## config.mk

```make
export PLATFORM = sky130hd
export DESIGN_NAME = nibble_seq_monitor
export DESIGN_NICKNAME = d
export VERILOG_FILES = /design/src/rtl/nibble_pkg.sv /design/src/rtl/sat_counter.sv /design/src/rtl/nibble_seq_monitor.sv
export SDC_FILE = /design/constraint.sdc
export NUM_CORES = 1
export LEC_CHECK = 0
export CAP_MARGIN = 20
export CORE_AREA = 2 2 44 46
export DETAILED_ROUTE_END_ITERATION = 10
export DIE_AREA = 0 0 46 48
export PLACE_DENSITY = 0.74
export SLEW_MARGIN = 20
export SYNTH_ARGS = -nofsm -noshare
export SYNTH_HDL_FRONTEND = slang
export SYNTH_SLANG_ARGS = --single-unit
```

## constraint.sdc

```tcl
create_clock -name clk -period 1.5 [get_ports clk]
set_input_delay 0.15 -clock clk [delete_from_list [all_inputs] [get_ports clk]]
set_output_delay 0.15 -clock clk [all_outputs]
set_load 0.03 [all_outputs]
```

## src/rtl/nibble_pkg.sv

```systemverilog
// Shared types and constants for the nibble sequence monitor.
package nibble_pkg;

   typedef logic [3:0] nibble_t;

   typedef enum logic [1:0] {
      S_IDLE,
      S_GOT0,
      S_GOT1
   } seq_state_t;

   localparam nibble_t NIBBLE_ZERO  = 4'h0;
   localparam nibble_t DEFAULT_SEQ0 = 4'hD;
   localparam nibble_t DEFAULT_SEQ1 = 4'h5;
   localparam nibble_t DEFAULT_SEQ2 = 4'hA;

endpackage

```

## src/rtl/sat_counter.sv

```systemverilog
// Saturating up-counter with synchronous clear; holds at all-ones instead of wrapping.
module sat_counter #(
   parameter int unsigned W = 8
) (
   input  logic         clk,
   input  logic         reset_n,
   input  logic         inc,
   input  logic         clr,
   output logic [W-1:0] count
);

   // Count register: clear wins over increment, increment stops at all-ones.
   always_ff @(posedge clk or negedge reset_n) begin
      if (!reset_n) begin
         count <= '0;
      end else if (clr) begin
         count <= '0;
      end else if (inc && (count != '1)) begin
         count <= count + W'(1);
      end
   end

endmodule

```

## src/rtl/nibble_seq_monitor.sv

```systemverilog
// Detects the three-word sequence SEQ0,SEQ1,SEQ2 on a valid/ready nibble stream,
// raises a held match event, counts matches and flags accepted zero words.
module nibble_seq_monitor
   import nibble_pkg::*;
#(
   parameter nibble_t     SEQ0  = DEFAULT_SEQ0,
   parameter nibble_t     SEQ1  = DEFAULT_SEQ1,
   parameter nibble_t     SEQ2  = DEFAULT_SEQ2,
   parameter int unsigned CNT_W = 8
) (
   input  logic             clk,
   input  logic             reset_n,
   input  logic             clear,
   input  logic             in_valid,
   input  nibble_t          in_data,
   output logic             in_ready,
   output logic             match_valid,
   input  logic             match_ready,
   output logic [CNT_W-1:0] match_count,
   output logic             zero_err,
   output logic             busy
);

   // A zero word can never be part of the sequence, so a zero sequence word is unusable.
   if (SEQ0 == NIBBLE_ZERO || SEQ1 == NIBBLE_ZERO || SEQ2 == NIBBLE_ZERO) begin : g_bad_seq
      $error("nibble_seq_monitor: sequence words must be non-zero");
   end
   if (CNT_W < 2) begin : g_bad_cnt_w
      $error("nibble_seq_monitor: CNT_W must be at least 2");
   end

   seq_state_t state, state_next;
   logic       beat;
   logic       zero_beat;
   logic       do_match;
   logic       match_valid_next;
   logic       zero_err_next;

   // Only a pending, untaken event stalls the producer.
   assign in_ready  = !(match_valid && !match_ready);
   assign beat      = in_valid && in_ready;
   assign zero_beat = beat && (in_data == NIBBLE_ZERO);
   assign busy      = (state != S_IDLE);

   // Next state, match detection, event and error flags; clear overrides everything.
   always_comb begin
      state_next       = state;
      do_match         = 1'b0;
      match_valid_next = match_valid;
      zero_err_next    = zero_err;

      if (beat) begin
         if (zero_beat) begin
            state_next    = S_IDLE;
            zero_err_next = 1'b1;
         end else begin
            // Sequence compare is checked before the SEQ0 restart so equal words still advance.
            unique case (state)
               S_IDLE: begin
                  if (in_data == SEQ0) state_next = S_GOT0;
               end
               S_GOT0: begin
                  if (in_data == SEQ1)      state_next = S_GOT1;
                  else if (in_data == SEQ0) state_next = S_GOT0;
                  else                      state_next = S_IDLE;
               end
               S_GOT1: begin
                  if (in_data == SEQ2) begin
                     state_next = S_IDLE;
                     do_match   = 1'b1;
                  end else if (in_data == SEQ0) begin
                     state_next = S_GOT0;
                  end else begin
                     state_next = S_IDLE;
                  end
               end
               default: state_next = S_IDLE;
            endcase
         end
      end

      // A new match keeps the event raised even when the old one is taken this edge.
      if (do_match) begin
         match_valid_next = 1'b1;
      end else if (match_valid && match_ready) begin
         match_valid_next = 1'b0;
      end

      if (clear) begin
         state_next       = S_IDLE;
         match_valid_next = 1'b0;
         zero_err_next    = 1'b0;
      end
   end

   // State, event and sticky error registers.
   always_ff @(posedge clk or negedge reset_n) begin
      if (!reset_n) begin
         state       <= S_IDLE;
         match_valid <= 1'b0;
         zero_err    <= 1'b0;
      end else begin
         state       <= state_next;
         match_valid <= match_valid_next;
         zero_err    <= zero_err_next;
      end
   end

   sat_counter #(
      .W(CNT_W)
   ) u_match_cnt (
      .clk    (clk),
      .reset_n(reset_n),
      .inc    (do_match && !clear),
      .clr    (clear),
      .count  (match_count)
   );

   // Clear is exempted from the hold properties since it legitimately drops the event and state.
   a_event_held: assert property (@(posedge clk) disable iff (!reset_n)
      match_valid && !match_ready && !clear |=> match_valid);
   a_count_monotonic: assert property (@(posedge clk) disable iff (!reset_n)
      !clear |=> match_count >= $past(match_count));
   a_stall_freezes_state: assert property (@(posedge clk) disable iff (!reset_n)
      !in_ready && !clear |=> state == $past(state));

endmodule

```

# After elaboration in Yosys (flattened, before gate mapping)
# Cells that the tools add are included.
[classes] addsub=1 n_mul=0 n_div=0 n_lt_le_gt_ge=0 n_eq_ne=7 shifts=0 muxes=20 n_bitwise=0 n_reduce_logical=18
[op_table] operator="$mux 8" n=2
[op_table] operator="$mux 2" n=6
[op_table] operator="$mux 1" n=11
[op_table] operator="$add 8x1->8 const B" n=1
[op_table] operator="$eq 4x4->1 const B" n=2
[op_table] operator="$ne 8x8->1 const B" n=1
[op_table] operator="$reduce_bool 2->1" n=4
[op_table] operator="$logic_and 1x1->1" n=6
[op_table] operator="$pmux 2 s3" n=1
[op_table] operator="$eq 4x3->1 const B" n=1
[op_table] operator="$logic_not 4->1" n=1
[op_table] operator="$ne 4x4->1 const B" n=1
[op_table] operator="$reduce_and 2->1" n=2
[op_table] operator="$logic_not 1->1" n=3
[op_table] operator="$reduce_bool 3->1" n=1
[op_table] operator="$eq 2x1->1 const B" n=1
[op_table] operator="$eq 2x2->1 const B" n=1
[op_table] operator="$logic_not 2->1" n=1
[word_totals] reg_bits=12 latch_bits=0 mem_bits_rw=0 romBits=0 inputBits=9 output_inout_bits=12 n_memories=0

# Logic depth before layout (Yosys ltp)
[depth] depth_word=11 ltp_mapped=5 ltp_nobuf=5

# By module
# Synthesis repeated with hierarchy kept, for this count alone.
[hier_totals] cells_unflattened=74 hier_area_um2=714.4
[by_module_without_submodules] module="sat_counter" instances=1 cells_each=49 area_per_inst_um2=464.2 seq_area_each_um2=200.2
[by_module_without_submodules] module="nibble_seq_monitor" instances=1 cells_each=25 area_per_inst_um2=250.2 seq_area_each_um2=100.1

# Worst setup path before layout
# No wires, ideal clock.
[synth_timing] kind="flip-flop to flip-flop" from="register match_valid" to="register u_match_cnt.count[6]" setup_time_ps=120 t_arrival_ps=1547 required_ps=1380 setup_slack_ps=-168 stages_incl_launch_ff=5 synth_period_minus_slack_ps=1668 cell_sequence="dfrtp_1 nand2b_2 nand4_2 or4_1 o211a_1"
[synth_between] elab_chain_len=9
[synth_rtl] item="start, declared" line="nibble_seq_monitor.sv:17" text="output logic match_valid,"
[synth_rtl] item="start signal, assigned" line="nibble_seq_monitor.sv:104" text="match_valid <= match_valid_next;"
[synth_rtl] item="$logic_and 1x1->1 (*)" line="nibble_seq_monitor.sv:40" text="assign in_ready = !(match_valid && !match_ready);"
[synth_rtl] item="$logic_not 1->1 (*)" line="nibble_seq_monitor.sv:40"
[synth_rtl] item="via in_ready" line="nibble_seq_monitor.sv:16" text="output logic in_ready,"
[synth_rtl] item="$logic_and 1x1->1 (*)" line="nibble_seq_monitor.sv:41" text="assign beat = in_valid && in_ready;"
[synth_rtl] item="$logic_and 1x1->1" line="nibble_seq_monitor.sv:42" text="assign zero_beat = beat && (in_data == NIBBLE_ZERO);"
[synth_rtl] item="$mux 1" line="nibble_seq_monitor.sv:53" text="if (zero_beat) begin"
[synth_rtl] item="$mux 1 (*)" line="nibble_seq_monitor.sv:52" text="if (beat) begin"
[synth_rtl] item="$logic_and 1x1->1 (*)" line="nibble_seq_monitor.sv:114" text=".inc (do_match && !clear),"
[synth_rtl] item="$logic_and 1x1->1 (*)" line="sat_counter.sv:18" text="end else if (inc && (count != '1)) begin"
[synth_rtl] item="$reduce_bool 2->1 (no line) (*)"
[synth_rtl] item="end signal, assigned" line="sat_counter.sv:19" text="count <= count + W'(1);"
[synth_rtl] item="end, declared" line="sat_counter.sv:9" text="output logic [W-1:0] count"
# The timed path passes the listed nets; every way through them passes the cells marked *.
# A chain may end at the register's enable or synchronous reset.

# Final worst setup path
[layout_timing] from="register state[0]" to="register u_match_cnt.count[4]"
[layout_between] elab_chain_len=7
[layout_rtl] item="start, declared" line="nibble_seq_monitor.sv:32" text="seq_state_t state, state_next;"
[layout_rtl] item="start signal, assigned" line="nibble_seq_monitor.sv:103" text="state <= state_next;"
[layout_rtl] item="$eq 2x2->1" line="nibble_seq_monitor.sv:58" text="unique case (state)"
[layout_rtl] item="$mux 1" line="nibble_seq_monitor.sv:58"
[layout_rtl] item="$mux 1" line="nibble_seq_monitor.sv:53"
[layout_rtl] item="$mux 1" line="nibble_seq_monitor.sv:52"
[layout_rtl] item="$logic_and 1x1->1" line="nibble_seq_monitor.sv:114"
[layout_rtl] item="$logic_and 1x1->1" line="sat_counter.sv:18"
[layout_rtl] item="$reduce_bool 2->1 (no line)"
# Every way passes these cells.

==> results.sh <==
export IMPL_finalClockSkew_ns=0.00618
export IMPL_numCtsBuffers=3
export IMPL_dieArea_mm2=0.00221
export IMPL_stdcell_count=133
export IMPL_overflow=0
export IMPL_crit_path_max_fanout=4
export IMPL_hp_class="in2async"
export IMPL_yosys_top_cells_area="dfrtp_1 45%, nand2_1 6.2%, or4_1 5.6%"
export IMPL_cts_tree="done"
export IMPL_fillers=127
export IMPL_synth_edf_count=0
export IMPL_yosysTopAreaCell="dfrtp_1"
export IMPL_ys_flop_type="dfrtp_1"
export IMPL_clk_latency_ns=0.28
export IMPL_syn_area_um2=668
export IMPL_final_area_mm2=0.00118
export IMPL_worst_slack_ns=-0.123
export IMPL_yosysWarnings=0
export IMPL_die_w_um=46
export IMPL_drt_first_pass_iters=4
export IMPL_dr_first_iter_drc_count=35
export IMPL_track_usage=0.219
export IMPL_drt_wl_total_mm=2.25
export IMPL_finalSetupViolations=8
export IMPL_fin_crit_sh=1.08
export IMPL_clock_root_buffer="clkbuf_4"
export IMPL_vias=795
export IMPL_cp_end_kind="flip-flop"
export IMPL_p_total_uw=602
export IMPL_vdd_ir_drop_max_uv=287
export IMPL_fin_hold_ws_ns=0.228
export IMPL_synth_seq_area_share=0.449
export IMPL_placed_area_mm2=0.00103
export IMPL_p_leak_nw=0.571
export IMPL_grt_pass1_vias=768
export IMPL_layout_drive_gt1_share=0.414
export IMPL_worstPathArrival_ns=1.77
export IMPL_yosysUniqueCellTypes=29
export IMPL_ctsHoldBuffers=0
export IMPL_grt_start_max_net_pins=13
export IMPL_rsz0062_at_grt="true"
export IMPL_hold_violations=0
export IMPL_grt_pass1_wl_mm=3.29
export IMPL_dp_hpwl_mm=1.37
export IMPL_avgSynthCellArea_um2=9.28
export IMPL_diodes=0
export IMPL_timing_fmax_mhz=616
export IMPL_cts_sinks=12
export IMPL_viasPerCell=5.98
export IMPL_maxSlewViolCount=0
export IMPL_p_per_area_mw_per_mm2=508
export IMPL_die_height_um=48
export IMPL_htree_levels=1
export IMPL_synth_nets=82
export IMPL_worst_pin_slew_ns=0.554
export IMPL_initial_utilization=0.396
export IMPL_regArea_um2=304
export IMPL_async_reset_ff_frac=1.00
export IMPL_synthCells=72
export IMPL_num_rows=15
export IMPL_clockBufferDepth=2
export IMPL_numPortBuffers=20
export IMPL_required_ns=1.65
export IMPL_fin_crit_ns=1.62
export IMPL_pin_count=21
export IMPL_reg2reg_depth=6
export IMPL_final_nets=127
export IMPL_start_kind="flip-flop"
export IMPL_layout_commonest_cell="buf_4"
export IMPL_clkTransAtPathRegs_ns=0.07
export IMPL_mostFrequentLayoutCells="19 x buf_4, 11 x nand2_1, 9 x dfrtp_1"
export IMPL_yosys_area_top_type_share=0.449
export IMPL_core_area_mm2=0.00169
export IMPL_drc=0
export IMPL_post_drt_wl_per_cell_um=16.9
export IMPL_multi_input_area_um2=458
export IMPL_slew_headroom=0.630
export IMPL_syn_to_final_growth_pct=77.2
export IMPL_drv_cap=0
export IMPL_synth_seq_cells=12
export IMPL_antenna_found_initial=0
export IMPL_place_inst=123
export IMPL_violations="negative setup slack"
export IMPL_status="finished, violations left"
export IMPL_path_class="reg2reg"
export IMPL_ant_nets=0
export IMPL_gp_congestion=0.815
-- area by class of cell --
class	count	share of cell area
inverters	3	0.00951
flip-flops and latches	12	0.257
multi-input cells	56	0.387
repair buffers	41	0.307
clock buffers	4	0.0222
well taps	17	0.0180
-- what timing repair did --
action	in CTS	in global routing
pin swaps	7	4
resized for setup	18	18
gates cloned	1	0
setup endpoints to repair	17	13
setup buffers	3	2
-- routing by layer --
| layer | vias up | part of all wire | track usage |
|---|---|---|---|
| li1 | 363 | - | - |
| met2 | 44 | 0.53 | 0.408 |
| met3 | 8 | 0.067 | 0.0566 |
| met1 | 380 | 0.38 | 0.228 |
| met5 | - | 0 | 0 |
| met4 | 0 | 0.021 | 0.103 |
-- logic make-up after synthesis --
logic type,Yosys count,synth area share
buf+inv,5,0.0412
compound gates,15,0.150
fa+ha+maj,1,0.0187
flops,12,0.449
mux,2,0.0318
simple gates,37,0.309
-- metrics by stage --
| stage | setup WS (ns) | util | TNS, ns |
|---|---|---|---|
| after floorplan | -0.0315 | - | -0.0710 |
| after global placement | -0.319 | 0.608 | -2.20 |
| after detailed placement | -0.339 | 0.608 | -2.46 |
| after CTS | -0.0850 | 0.659 | -0.414 |
| after global routing | -0.178 | 0.701 | -1.02 |
| final | -0.123 | 0.701 | -0.657 |
-- cell usage after synthesis (2+ instances only) --
cell / count
nand3_1: 4
nor2_1: 5
dfrtp_1: 12
or4_1: 5
nand2_1: 11
or3_1: 2
inv_1: 3
a21oi_1: 7
o31ai_1: 3
-- path summary, 6_finish.rpt --
path                                      start                          endpoint  slack, ns
setup / recovery           state[0]$_DFFE_PN0P_  u_match_cnt.count[4]$_DFFE_PN0P_      -0.12
hold / removal                          reset_n  u_match_cnt.count[2]$_DFFE_PN0P_       0.23
max in group asynchronous               reset_n  u_match_cnt.count[1]$_DFFE_PN0P_       0.87
hold reg to reg            zero_err$_DFFE_PN0P_              zero_err$_DFFE_PN0P_       0.60
setup reg to reg           state[0]$_DFFE_PN0P_  u_match_cnt.count[4]$_DFFE_PN0P_      -0.12
min in group clk           zero_err$_DFFE_PN0P_              zero_err$_DFFE_PN0P_       0.60
-- state kept, by name (all words and copies together), names as in the netlist --
name               cells
zero_err               1
state                  2
match_valid            1
u_match_cnt.count      8
-- report_power, final --
part	internal, mW	leakage [nW]	switching [mW]
registers	0.324	0.163	0.000577
clock network	0.103	0.0150	0.105
logic	0.0338	0.393	0.0349
total	0.461	0.571	0.141
-- worst max-delay path, stage by stage, from the launching register on --
cell and delay, ns:
dfrtp_1 0.39, and4b_2 0.33, buf_4 0.13, nand4_4 0.12
buf_6 0.17, o311ai_4 0.23, o41ai_2 0.13
Power figures use the tool's default switching activity.
